**src/rtl/weight_bram_scheduler_pkg.sv**
```systemverilog
// Shared types and constants for the weight BRAM scheduler.
// Holds FSM encoding, default BRAM latency and weight region bases.
package weight_bram_scheduler_pkg;

  typedef enum logic [1:0] {
    IDLE  = 2'b00,
    ISSUE = 2'b01,
    DRAIN = 2'b10
  } state_t;

  localparam int BRAM_RD_LAT = 2;

  // Weight region start addresses inside the shared BRAM
  localparam logic [17:0] L0_BASE     = 18'd0;
  localparam logic [17:0] L1_BASE     = 18'd8448;
  localparam logic [17:0] L1_B12_BASE = 18'd101376;
  localparam logic [17:0] L2_BASE     = 18'd110592;
  localparam logic [17:0] L3_BASE     = 18'd184320;

endpackage

```
**src/rtl/weight_bram_scheduler_arb.sv**
```systemverilog
// Combinational round-robin arbiter: first requester at or after
// the pointer, wrapping, as a one-hot grant plus its index.
module rr_arbiter_onehot #(
  parameter int N_REQ    = 4,
  parameter int ID_WIDTH = 2
) (
  input  logic [N_REQ-1:0]    i_req,
  input  logic [ID_WIDTH-1:0] i_ptr,
  output logic [N_REQ-1:0]    o_grant,
  output logic [ID_WIDTH-1:0] o_idx
);

  logic                w_found;
  logic [ID_WIDTH-1:0] w_j;

  always_comb begin
    o_grant = '0;
    o_idx   = '0;
    w_found = 1'b0;
    w_j     = '0;
    for (int i = 0; i < N_REQ; i++) begin
      w_j = ID_WIDTH'((int'(i_ptr) + i) % N_REQ);
      if (!w_found && i_req[w_j]) begin
        w_found    = 1'b1;
        o_grant[w_j] = 1'b1;
        o_idx      = w_j;
      end
    end
  end

endmodule

```
**src/rtl/weight_bram_scheduler.sv**
```systemverilog
// Time-shares one read-only weight BRAM between N_REQ burst loaders,
// returning read words as an id-tagged valid/last stream.
module weight_bram_scheduler
  import weight_bram_scheduler_pkg::*;
#(
  parameter int N_REQ      = 4,
  parameter int W          = 8,
  parameter int ADDR_WIDTH = 18,
  parameter int LEN_WIDTH  = 19,
  parameter int RD_LAT     = BRAM_RD_LAT,
  parameter int ID_WIDTH   = 2
) (
  input  logic                        clk,
  input  logic                        rst_n,
  input  logic [N_REQ-1:0]            req,
  input  logic [N_REQ*ADDR_WIDTH-1:0] req_base,
  input  logic [N_REQ*LEN_WIDTH-1:0]  req_len,
  output logic [N_REQ-1:0]            grant,
  output logic [N_REQ-1:0]            done,
  output logic                        busy,
  output logic [W-1:0]                rd_data,
  output logic                        rd_valid,
  output logic [ID_WIDTH-1:0]         rd_id,
  output logic                        rd_last,
  output logic                        bram_en,
  output logic                        bram_ren,
  output logic [ADDR_WIDTH-1:0]       bram_addr,
  input  logic [W-1:0]                bram_dout
);

  localparam int CW = ADDR_WIDTH + 1;
  localparam logic [CW-1:0] ONE = CW'(1);

  state_t              r_state;
  logic [ID_WIDTH-1:0] r_ptr;
  logic [ID_WIDTH-1:0] r_gid;
  logic [CW-1:0]       r_cnt;
  logic [RD_LAT-1:0]   r_vp;
  logic [RD_LAT-1:0]   r_lp;
  logic [ID_WIDTH-1:0] r_ip [RD_LAT];
  logic [W-1:0]        r_hold;

  logic [N_REQ-1:0]      w_oh;
  logic [ID_WIDTH-1:0]   w_idx;
  logic [ADDR_WIDTH-1:0] w_base;
  logic [CW-1:0]         w_len;
  logic                  w_any;
  logic                  w_drained;

  rr_arbiter_onehot #(
    .N_REQ    (N_REQ),
    .ID_WIDTH (ID_WIDTH)
  ) u_arb (
    .i_req   (req),
    .i_ptr   (r_ptr),
    .o_grant (w_oh),
    .o_idx   (w_idx)
  );

  assign w_any = |w_oh;

  always_comb begin
    w_base = '0;
    w_len  = '0;
    for (int i = 0; i < N_REQ; i++) begin
      if (w_idx == ID_WIDTH'(i)) begin
        w_base = req_base[i*ADDR_WIDTH +: ADDR_WIDTH];
        w_len  = req_len[i*LEN_WIDTH +: CW];
      end
    end
  end

  // Done may fire while the final word is on the output stage
  always_comb begin
    w_drained = !bram_ren;
    for (int i = 0; i < RD_LAT - 1; i++) begin
      if (r_vp[i]) w_drained = 1'b0;
    end
  end

  always_ff @(posedge clk) begin
    if (!rst_n) begin
      r_state   <= IDLE;
      r_ptr     <= '0;
      r_gid     <= '0;
      r_cnt     <= '0;
      grant     <= '0;
      done      <= '0;
      busy      <= 1'b0;
      bram_en   <= 1'b0;
      bram_ren  <= 1'b0;
      bram_addr <= '0;
    end else begin
      done <= '0;
      unique case (r_state)
        IDLE: begin
          if (w_any) begin
            grant <= w_oh;
            r_gid <= w_idx;
            r_cnt <= w_len;
            busy  <= 1'b1;
            if (w_len != '0) begin
              bram_en   <= 1'b1;
              bram_ren  <= 1'b1;
              bram_addr <= w_base;
              r_state   <= ISSUE;
            end else begin
              r_state <= DRAIN;
            end
          end
        end
        ISSUE: begin
          if (r_cnt == ONE) begin
            bram_ren <= 1'b0;
            r_state  <= DRAIN;
          end else begin
            bram_addr <= bram_addr + 1'b1;
            r_cnt     <= r_cnt - ONE;
          end
        end
        DRAIN: begin
          if (w_drained) begin
            done[r_gid] <= 1'b1;
            grant       <= '0;
            busy        <= 1'b0;
            bram_en     <= 1'b0;
            r_ptr       <= (r_gid == ID_WIDTH'(N_REQ - 1)) ?
                           '0 : r_gid + 1'b1;
            r_state     <= IDLE;
          end
        end
        default: r_state <= IDLE;
      endcase
    end
  end

  always_ff @(posedge clk) begin
    if (!rst_n) begin
      r_vp   <= '0;
      r_lp   <= '0;
      r_hold <= '0;
      for (int i = 0; i < RD_LAT; i++) r_ip[i] <= '0;
    end else begin
      r_vp[0] <= bram_ren;
      r_lp[0] <= bram_ren && (r_cnt == ONE);
      r_ip[0] <= r_gid;
      for (int i = 1; i < RD_LAT; i++) begin
        r_vp[i] <= r_vp[i-1];
        r_lp[i] <= r_lp[i-1];
        r_ip[i] <= r_ip[i-1];
      end
      if (rd_valid) r_hold <= bram_dout;
    end
  end

  assign rd_valid = r_vp[RD_LAT-1];
  assign rd_last  = r_lp[RD_LAT-1];
  assign rd_id    = r_ip[RD_LAT-1];
  assign rd_data  = rd_valid ? bram_dout : r_hold;

endmodule

```
**config.mk**
```make
export PLATFORM = sky130hd
export DESIGN_NAME = weight_bram_scheduler
export DESIGN_NICKNAME = d
export VERILOG_FILES = /design/src/rtl/weight_bram_scheduler_pkg.sv /design/src/rtl/weight_bram_scheduler_arb.sv /design/src/rtl/weight_bram_scheduler.sv
export SDC_FILE = /design/constraint.sdc
export NUM_CORES = 1
export LEC_CHECK = 0
export CORE_MARGIN = 1.5
export CORE_UTILIZATION = 46
export CTS_BUF_LIST = sky130_fd_sc_hd__clkbuf_8 sky130_fd_sc_hd__clkbuf_16
export DETAILED_ROUTE_END_ITERATION = 10
export PLACE_DENSITY_LB_ADDON = 0.1
export SETUP_SLACK_MARGIN = 0.1
export SLEW_MARGIN = 25
export SYNTH_ARGS = -nofsm -noshare
export SYNTH_HDL_FRONTEND = slang
export SYNTH_SLANG_ARGS = --single-unit
```
**constraint.sdc**
```tcl
create_clock -name clk -period 5.8 [get_ports clk]
set_input_delay 1.74 -clock clk [delete_from_list [all_inputs] [get_ports clk]]
set_output_delay 1.74 -clock clk [all_outputs]
set_load 0.01 [all_outputs]
```
Word level (Yosys, flattened, before mapping)
Memories as Yosys holds them, arrays and structs flattened.
Cells that the tools add are included.
{"block": "word_totals", "register_bits": 66, "ram_bits": 4, "wordCells": 142, "memories": 1}
{"block": "op_classes", "addsub": 6, "magnitude_cmp": 10, "n_eq_ne": 12, "muxes": 67, "bitwise": 5, "n_reduce_logical": 28}
{"memory": "r_ip", "words": 2, "width": 2, "rd": 2, "rd_ports_with_merged_regs": 0, "wr": 2, "line_no": "weight_bram_scheduler.sv:40", "source": "logic [ID_WIDTH-1:0] r_ip [RD_LAT];"}
{"op": "two-way mux 18 bit", "count": 7}
{"op": "two-way mux 19 bit", "count": 6}
{"op": "case mux 19 bit (2 select lines)", "count": 1}
{"op": "case mux 18 bit (2 select lines)", "count": 1}
{"op": "two-way mux 4 bit", "count": 6}
{"op": "two-way mux 2 bit", "count": 11}
{"op": "two-way mux 1 bit", "count": 20}
{"op": "equality test 19 x 1 -> 1 bit, second input constant", "count": 1}
{"op": "nonzero test 19 bit", "count": 1}
{"op": "subtractor 19 x 1 -> 19 bit, second input constant", "count": 1}
{"op": "adder 18 x 1 -> 18 bit, second input constant", "count": 1}
{"op": "< comparator 2 x 3 -> 1 bit, second input constant", "count": 5}
{"op": "bitwise OR 4 bit", "count": 3}
{"op": "AND reduction 3 bit", "count": 4}
{"op": "AND reduction 4 bit", "count": 3}
{"op": "demux 1 bit (select 2 bit)", "count": 5}
{"op": ">= comparator 2 x 1 -> 1 bit, second input constant", "count": 5}
{"op": "!= test 2 bit, second input constant", "count": 5}
{"op": "logical AND 1 bit", "count": 9}
{"op": "binary-select mux 1 bit (select 2 bit)", "count": 4}
{"op": "equality test 2 bit, second input constant", "count": 4}
{"op": "two-way mux 8 bit", "count": 1}
{"op": "case mux 4 bit (2 select lines)", "count": 1}
{"op": "case mux 1 bit (2 select lines)", "count": 3}
{"op": "10 further kinds", "count": 20}

Depth between registers and ports, before layout
Gate-level depths: netlist of run 1.
{"block": "depth", "depth_word": 21, "depth_mapped": 21, "ltp_nobuf": 12}

Hierarchy
Synthesis of run 1 repeated with hierarchy kept, for this count alone.
{"block": "hier_totals", "hier_cells": 561, "area_unflattened_um2": 4978.5}
{"mod": "weight_bram_scheduler", "n_inst": 1, "cells_each": 496, "area_per_inst_um2": 4489.3}
{"mod": "rr_arbiter_onehot", "n_inst": 1, "cells_each": 65, "area_per_inst_um2": 489.2}

Least setup slack after synthesis of run 1
No wires, ideal clock.
{"block": "synth_timing", "path_type": "input-to-reg", "from": "in req[3]", "to": "reg bram_addr[7]", "setup_ns": 0.118, "t_arrival_ns": 4.819, "t_required_ns": 5.682, "slack_ns": 0.862, "cell_stages": 16, "path_buffers": 6, "path_cell_list": "clkbuf_2 -> mux4_2 -> buf_2 -> buf_6 -> nor3_2 -> nand2_1 -> nand2_2 -> mux2_2 -> nor4_1 -> o211ai_2 -> o21a_1 -> buf_6 -> buf_6 -> buf_6 -> a22oi_2 -> o2bb2ai_1"}
{"block": "synth_between", "elab_chain_cells": 20}
{"item": "start, declared", "line_no": "weight_bram_scheduler.sv:15", "source": "input logic [N_REQ-1:0] req,"}
{"item": "binary-select mux 1 bit (select 2 bit)", "line_no": "weight_bram_scheduler_arb.sv:23", "source": "if (!w_found && i_req[w_j]) begin"}
{"item": "two-way mux 1 bit (implied by the code)", "line_no": "weight_bram_scheduler_arb.sv:23"}
{"item": "two-way mux 1 bit", "line_no": "weight_bram_scheduler_arb.sv:23"}
{"item": "logical NOT 1 bit", "line_no": "weight_bram_scheduler_arb.sv:23"}
{"item": "logical AND 1 bit", "line_no": "weight_bram_scheduler_arb.sv:23"}
{"item": "two-way mux 1 bit", "line_no": "weight_bram_scheduler_arb.sv:23"}
{"item": "logical NOT 1 bit", "line_no": "weight_bram_scheduler_arb.sv:23"}
{"item": "logical AND 1 bit", "line_no": "weight_bram_scheduler_arb.sv:23"}
{"item": "two-way mux 1 bit", "line_no": "weight_bram_scheduler_arb.sv:23"}
{"item": "logical NOT 1 bit", "line_no": "weight_bram_scheduler_arb.sv:23"}
{"item": "logical AND 1 bit", "line_no": "weight_bram_scheduler_arb.sv:23"}
{"item": "two-way mux 2 bit", "line_no": "weight_bram_scheduler_arb.sv:23"}
{"item": "logical NOT 2 bit", "line_no": "weight_bram_scheduler.sv:66", "source": "if (w_idx == ID_WIDTH'(i)) begin"}
{"item": "two-way mux 19 bit or two-way mux 18 bit (tied branches) (4 in series)", "line_no": "weight_bram_scheduler.sv:66"}
{"item": "nonzero test 19 bit or two-way mux 18 bit (tied branches)", "line_no": "weight_bram_scheduler.sv:102", "source": "if (w_len != '0) begin"}
{"item": "!= test 2 bit (no line) or two-way mux 18 bit (tied branches)"}
{"item": "AND reduction 4 bit (no line) or case mux 18 bit (2 select lines) (tied branches)"}
{"item": "end signal, assigned", "line_no": "weight_bram_scheduler.sv:105", "source": "bram_addr <= w_base;"}
{"item": "end signal, assigned", "line_no": "weight_bram_scheduler.sv:117", "source": "bram_addr <= bram_addr + 1'b1;"}
{"item": "end, declared", "line_no": "weight_bram_scheduler.sv:27", "source": "output logic [ADDR_WIDTH-1:0] bram_addr,"}
Several ways; a longest one is shown, not always the timed one. The select of a mux whose other input is x is not followed.
A chain may end at the register's enable or synchronous reset.

Worst setup path in the final report of run 1
{"block": "layout_timing", "from": "in req[3]", "to": "reg bram_addr[13]"}
The elaborated chain is that of the path after synthesis.

==> results of run 1 <==
## path summary, 6_finish.rpt
path / slack [ns] / depth (start not counted) / end
min: 0.43 / 1 / r_ip[0][3]
max: 0.47 / 13 / bram_addr[13]
max reg2reg: 1.06 / 14 / bram_addr[13]
min reg2reg: 0.43 / 1 / r_ip[0][3]
## state kept, by name, indices dropped and copies added, names as in the netlist
name / count
bram_addr: 18
bram_en: 1
bram_ren: 1
busy: 1
done: 4
grant: 4
r_cnt: 19
r_gid: 2
r_hold: 8
r_ip: 4
r_lp: 2
r_ptr: 2
r_state: 2
r_vp: 2
## cell families (layout without fill, tap and decap cells)
group	Yosys count	count (layout)	share of synthesized area
and+or+nand+nor	443	443	0.369
AOI/OAI and AO/OA	176	176	0.210
buffers and inverters	83	255	0.0672
DFF	70	70	0.245
muxes	40	40	0.0846
adders and majority gates	11	11	0.0241
## critical path, cell delays in order
cell and delay (ns):
clkdlybuf4s50_1 0.56, mux4_2 0.65, nand2b_2 0.32, buf_4 0.21, nand2_1 0.12, mux2i_1 0.08
a211oi_1 0.30, and4b_1 0.25, o211ai_2 0.30, o21a_1 0.21, buf_12 0.19, nand2_1 0.22
o311ai_0 0.37
## synthesized netlist by cell type, drive strengths merged (13+ instances only)
library cell	n	area [sq um]
a211oi	17	143
a21oi	49	245
and2	18	113
and3	13	81.3
buf	21	150
clkbuf	44	166
dfxtp	70	1400
inv	16	60.1
mux2	23	263
mux2i	13	130
nand2	170	641
nand3	83	415
nand4	16	100
nor2	68	274
nor3	25	130
nor4	13	81.3
o21ai	36	184
## layout by cell type (no fill, tap or decap), drive strengths merged, types with 5 or more instances in the layout
cell,netlist,layout
a211oi,17,17
a21boi,5,5
a21oi,49,49
a22oi,7,7
a311oi,5,5
a31oi,8,8
and2,18,18
and3,13,13
buf,21,19
clkbuf,44,9
clkdlybuf4s50,0,202
clkinv,2,5
dfxtp,70,70
ha,11,11
inv,16,17
mux2,23,23
mux2i,13,13
nand2,170,170
nand2b,5,5
nand3,83,83
nand4,16,16
nor2,68,68
nor3,25,25
nor4,13,13
o21ai,36,36
o311ai,11,11
or2,6,6
or3,5,5
or4,8,8
## stage by stage
| stage | util | total power (uW) | area (sq um) |
|---|---|---|---|
| 2_1_floorplan | - | 941 | 5710 |
| 6_report | 0.676 | 1850 | 8160 |
| 3_3_place_gp | 0.647 | 1210 | 7800 |
| 5_1_grt | 0.676 | 1950 | 8160 |
| 4_1_cts | 0.676 | 1850 | 8150 |
| 3_5_place_dp | 0.647 | 1210 | 7800 |
## power by group through the flow
stage	sequential, uW	combinational [uW]	clock [uW]
after floorplan	599	342	0
final	598	613	642
after global routing	606	674	668
after global placement	605	602	0
after CTS	595	610	649
after detailed placement	605	606	0
## metal layers
layer | GRT usage | vias to the layer above | share of wire | wire (um)
met3 | 0.0678 | 13 | 0.087 | 1650
met2 | 0.448 | 278 | 0.46 | 8610
met5 | 0 | - | 0 | 0
met4 | 0.0567 | 0 | 0.0078 | 148
met1 | 0.397 | 3073 | 0.45 | 8470
li1 | - | 3310 | - | -
## final cells by class
type	instances	area, sq um
Multi-Input combinational cell	670	3940
Tap cell	168	210
Clock buffer	9	225
Sequential cell	70	1400
Fill cell	1074	3900
Timing Repair Buffer	221	2190
Clock inverter	7	121
Inverter	18	67.6
==> qor.yml, run 1 <==
timing:
  slew_viol_final: 0
  fin_crit_sh: 0.919
  setup_viol: 0
  tightest_slew_ns: 1.00
  relSlewSlack: 0.330
  fin_hold_ws_ns: 0.429
  finalWorstSetupSlack_ns: 0.469
  fin_crit_ns: 5.33
  finalHoldViolCount: 0
  rsz0062_at_grt: "no"
  setup-tns-final_ns: 0
  clock_skew_ns: 0.00412
  max_freq_ghz: 0.188
worst_setup_path:
  startpoint_type: "input port"
  critPathLaunch: "req[3]"
  rr_startpoint: "r_ptr[0]"
  critical_path_class: "in2reg"
  crit_arrival_ns: 5.55
  cp-end-kind: "flop"
  cp_max_fo: 28
  cp.required_ns: 6.02
placement:
  gp_congestion: 0.947
  portBuffers: 202
  dp_hpwl_um: 14200
  dp_cells: 1147
  pre_cts_ws_ns: 0.0903
power_and_ir_drop:
  netSwitchingPower_uw: 594
  sequentialPowerShare: 0.323
  clkPwrFrac: 0.347
  swShare: 0.320
  pwr-share-comb: 0.331
  power_leakage_uw: 0.00309
  ir_drop_mv: 0.157
  power.internal_uw: 1260
  power_density_nw_per_um2: 227
synthesis:
  ys_warn_count: 0
  seq_area_frac_synth: 0.245
  synth_edf_count: 0
  synth_nets: 996
  synth_flop_cell: "dfxtp_1"
  synth_cell_types: 74
  async_reset_ff_frac: 0
  synth.avg_cell_area_sq_um: 6.94
  netlist_instances: 823
  syn_area_sq_um: 5710
  ys_ff_latch: 70
cts:
  worst_skew_pair.late_latency_ns: 0.33
  cts_buffers: 9
  cts_setup_buffers: 0
  cts.sinks: 70
  clockBufferDepth: 2
  cts-root-buf: "clkbuf_16"
  h-tree-depth: 3
  hold_buffers: 0
  cts_tree: "yes"
  clk_pin_slew_ns: 0.06
  cts_resized: 0
routing:
  dr.pass1.iters: 6
  drt_iter0_drc: 541
  viasPerCell: 5.74
  ant_nets: 0
  drc: 0
  wl_per_cell_um: 16.2
  routed_wl_um: 18900
  vias: 6674
die:
  std_cell_rows: 40
  io_pins: 203
  die_h_um: 114
  dieArea_sq_um: 13100
  die-width_um: 114
  core_sq_um: 12100
  start_util: 0.474
hold_path:
  worstHoldStart: "r_ip[0][1]"
  hold_path_class: "reg2reg"
grt:
  antenna_found_initial: 1
  grt_pass1_vias: 5972
  grt_max_degree: 59
  grt_pass1_wl_um: 29900
  grt-ovfl-total: 0
  track_usage: 0.284
status:
  outcome: "finished clean"
finish:
  drive_above_1_share: 0.0854
  diodes: 0
  area_delta_synth_final_pct: 42.8
  num-nets-final: 1163
  instances_no_fill: 1163
run:
  drv_cap: 0
No activity file was read; power rests on OpenSTA's default activity.
==> inputs of run 2 (changes only) <==
Settings changed: ABC_CLOCK_PERIOD_IN_PS set to 5800, REMOVE_ABC_BUFFERS set to 1.
==> run 2 against run 1 <==
Power decreased by 5.9%. Clock power is 16% lower. Combinational power about the same. Routed wire length fell by 2.0%. Hold slack improved by 0.0021 ns. Global-route usage down 0.22 points. Register-to-register slack got worse by 0.07 ns. Critical path depth down 1. Count of clock-buffer cells in the layout stayed put. Clock skew up 0.0028 ns. Critical endpoint unchanged. Largest cell class unchanged. Highest routed layer unchanged.
==> qor.yml, run 2 (same netlist as run 1, synthesis figures left out) <==
power_and_ir_drop:
  total_power_uw: 1740
  power_density_nw_per_um2: 215
  power_leakage_uw: 0.00307
  ir_drop_mv: 0.126
worst_setup_path:
  cp.required_ns: 6.01
  cp-end-kind: "flop"
  crit_arrival_ns: 5.60
  cp_max_fo: 28
  startpoint_type: "input port"
  critical_path_class: "in2reg"
cts:
  h-tree-depth: 3
  clk_pin_slew_ns: 0.06
  clockBufferDepth: 2
  hold_buffers: 0
  cts_buffers: 9
  cts_tree: "yes"
  worst_skew_pair.late_latency_ns: 0.34
  cts_resized: 0
  cts.sinks: 70
  cts_setup_buffers: 0
  cts-root-buf: "clkbuf_16"
placement:
  portBuffers: 202
  pre_cts_ws_ns: 0.115
  gp_congestion: 0.908
  dp_cells: 1151
  dp_hpwl_um: 13600
finish:
  fill_cells: 1136
  layout_common_cells: "202 x clkdlybuf4s50_1, 169 x nand2_1, 83 x nand3_1"
  multiInputGateArea_sq_um: 3940
  drive_above_1_share: 0.0881
  instances_no_fill: 1167
  num-nets-final: 1167
  largest_reg_flops: 19
  reg.largest.list: "r_cnt x19, bram_addr x18, r_hold x8"
  largest_register: "r_cnt"
  diodes: 0
  final_common_cell: "clkdlybuf4s50_1"
  regArea_sq_um: 1400
  area_delta_synth_final_pct: 42.3
routing:
  drc: 0
  viasPerCell: 5.73
  routed_wl_um: 18500
  drt_iter0_drc: 454
  dr.pass1.iters: 5
  wl_per_cell_um: 15.8
  ant_nets: 0
  vias: 6687
grt:
  grt_pass1_wl_um: 29800
  grt-ovfl-total: 0
  grt_pass1_vias: 6073
  antenna_found_initial: 0
  track_usage: 0.282
  grt_max_degree: 57
die:
  dieArea_sq_um: 13100
  io_pins: 203
  die_h_um: 114
  die-width_um: 114
  std_cell_rows: 40
  start_util: 0.474
  core_sq_um: 12100
timing:
  relSlewSlack: 0.552
  fin_crit_ns: 5.40
  setup_viol: 0
  fin_crit_sh: 0.930
  setup-tns-final_ns: 0
  clock_skew_ns: 0.00693
  finalHoldViolCount: 0
  fin_hold_ws_ns: 0.432
  tightest_slew_ns: 0.670
  finalWorstSetupSlack_ns: 0.403
  slew_viol_final: 0
  max_freq_ghz: 0.185
  rsz0062_at_grt: "no"
hold_path:
  hold_path_class: "reg2reg"
run:
  drv_cap: 0
status:
  outcome: "finished clean"
-- run 2: changes by cell type in the layout (fill, tap and decap cells not counted), moves of 2 or more --
cell | previous run | this run
buf_4 | 17 | 21
bufinv_16 | 3 | 0
clkinv_4 | 2 | 0
clkinvlp_4 | 0 | 2
inv_6 | 1 | 3
inv_8 | 0 | 2
-- run 2: worst max-delay path: stages --
cell and delay, ns:
clkdlybuf4s50_1 0.56, mux4_2 0.69, nor3_2 0.36, nand2_1 0.14
nand2_2 0.21, mux2_2 0.38, nor4_1 0.46, o211ai_2 0.22
o21a_1 0.25, buf_12 0.17, nand2_1 0.25, o311ai_0 0.17
-- run 2: power breakdown --
group | total (uW) | switching (uW) | internal [uW] | leakage [uW]
registers | 596 | 62.1 | 534 | 0.000575
clock network | 538 | 238 | 300 | 0.000137
logic | 610 | 306 | 305 | 0.00236
total | 1740 | 606 | 1140 | 0.00307
-- run 2: cell type report --
class,count,area share
Multi-Input combinational cell,670,0.485
Clock buffer,9,0.0277
Sequential cell,70,0.172
Inverter,18,0.00831
Timing Repair Buffer,225,0.273
Clock inverter,7,0.00785
Tap cell,168,0.0259
-- run 2: path summary, 6_finish.rpt --
path | from | to | slack (ns) | cells after the start
worst max-delay path | req[3] | bram_addr[13] | 0.40 | 12
worst min-delay path | r_ip[0][1] | r_ip[0][3] | 0.43 | 1
worst max register to register | r_ptr[0] | bram_addr[13] | 0.99 | 13
worst min register to register | r_ip[0][1] | r_ip[0][3] | 0.43 | 1
-- run 2: layer usage --
layer / GRT usage / share of wire / up-vias / wire length (um)
met1: 0.364 / 0.44 / 3115 / 8170
met5: 0 / 0 / - / 0
li1: - / - / 3331 / -
met2: 0.487 / 0.49 / 218 / 9080
met4: 0.0792 / 0.015 / 0 / 274
met3: 0.0429 / 0.053 / 23 / 975
-- run 2: per-stage QoR --
stage,instance area [sq um],util
floorplan,5400,-
global placement,7830,0.649
detailed placement,7830,0.649
CTS,8120,0.673
global route,8130,0.674
finish,8130,0.674
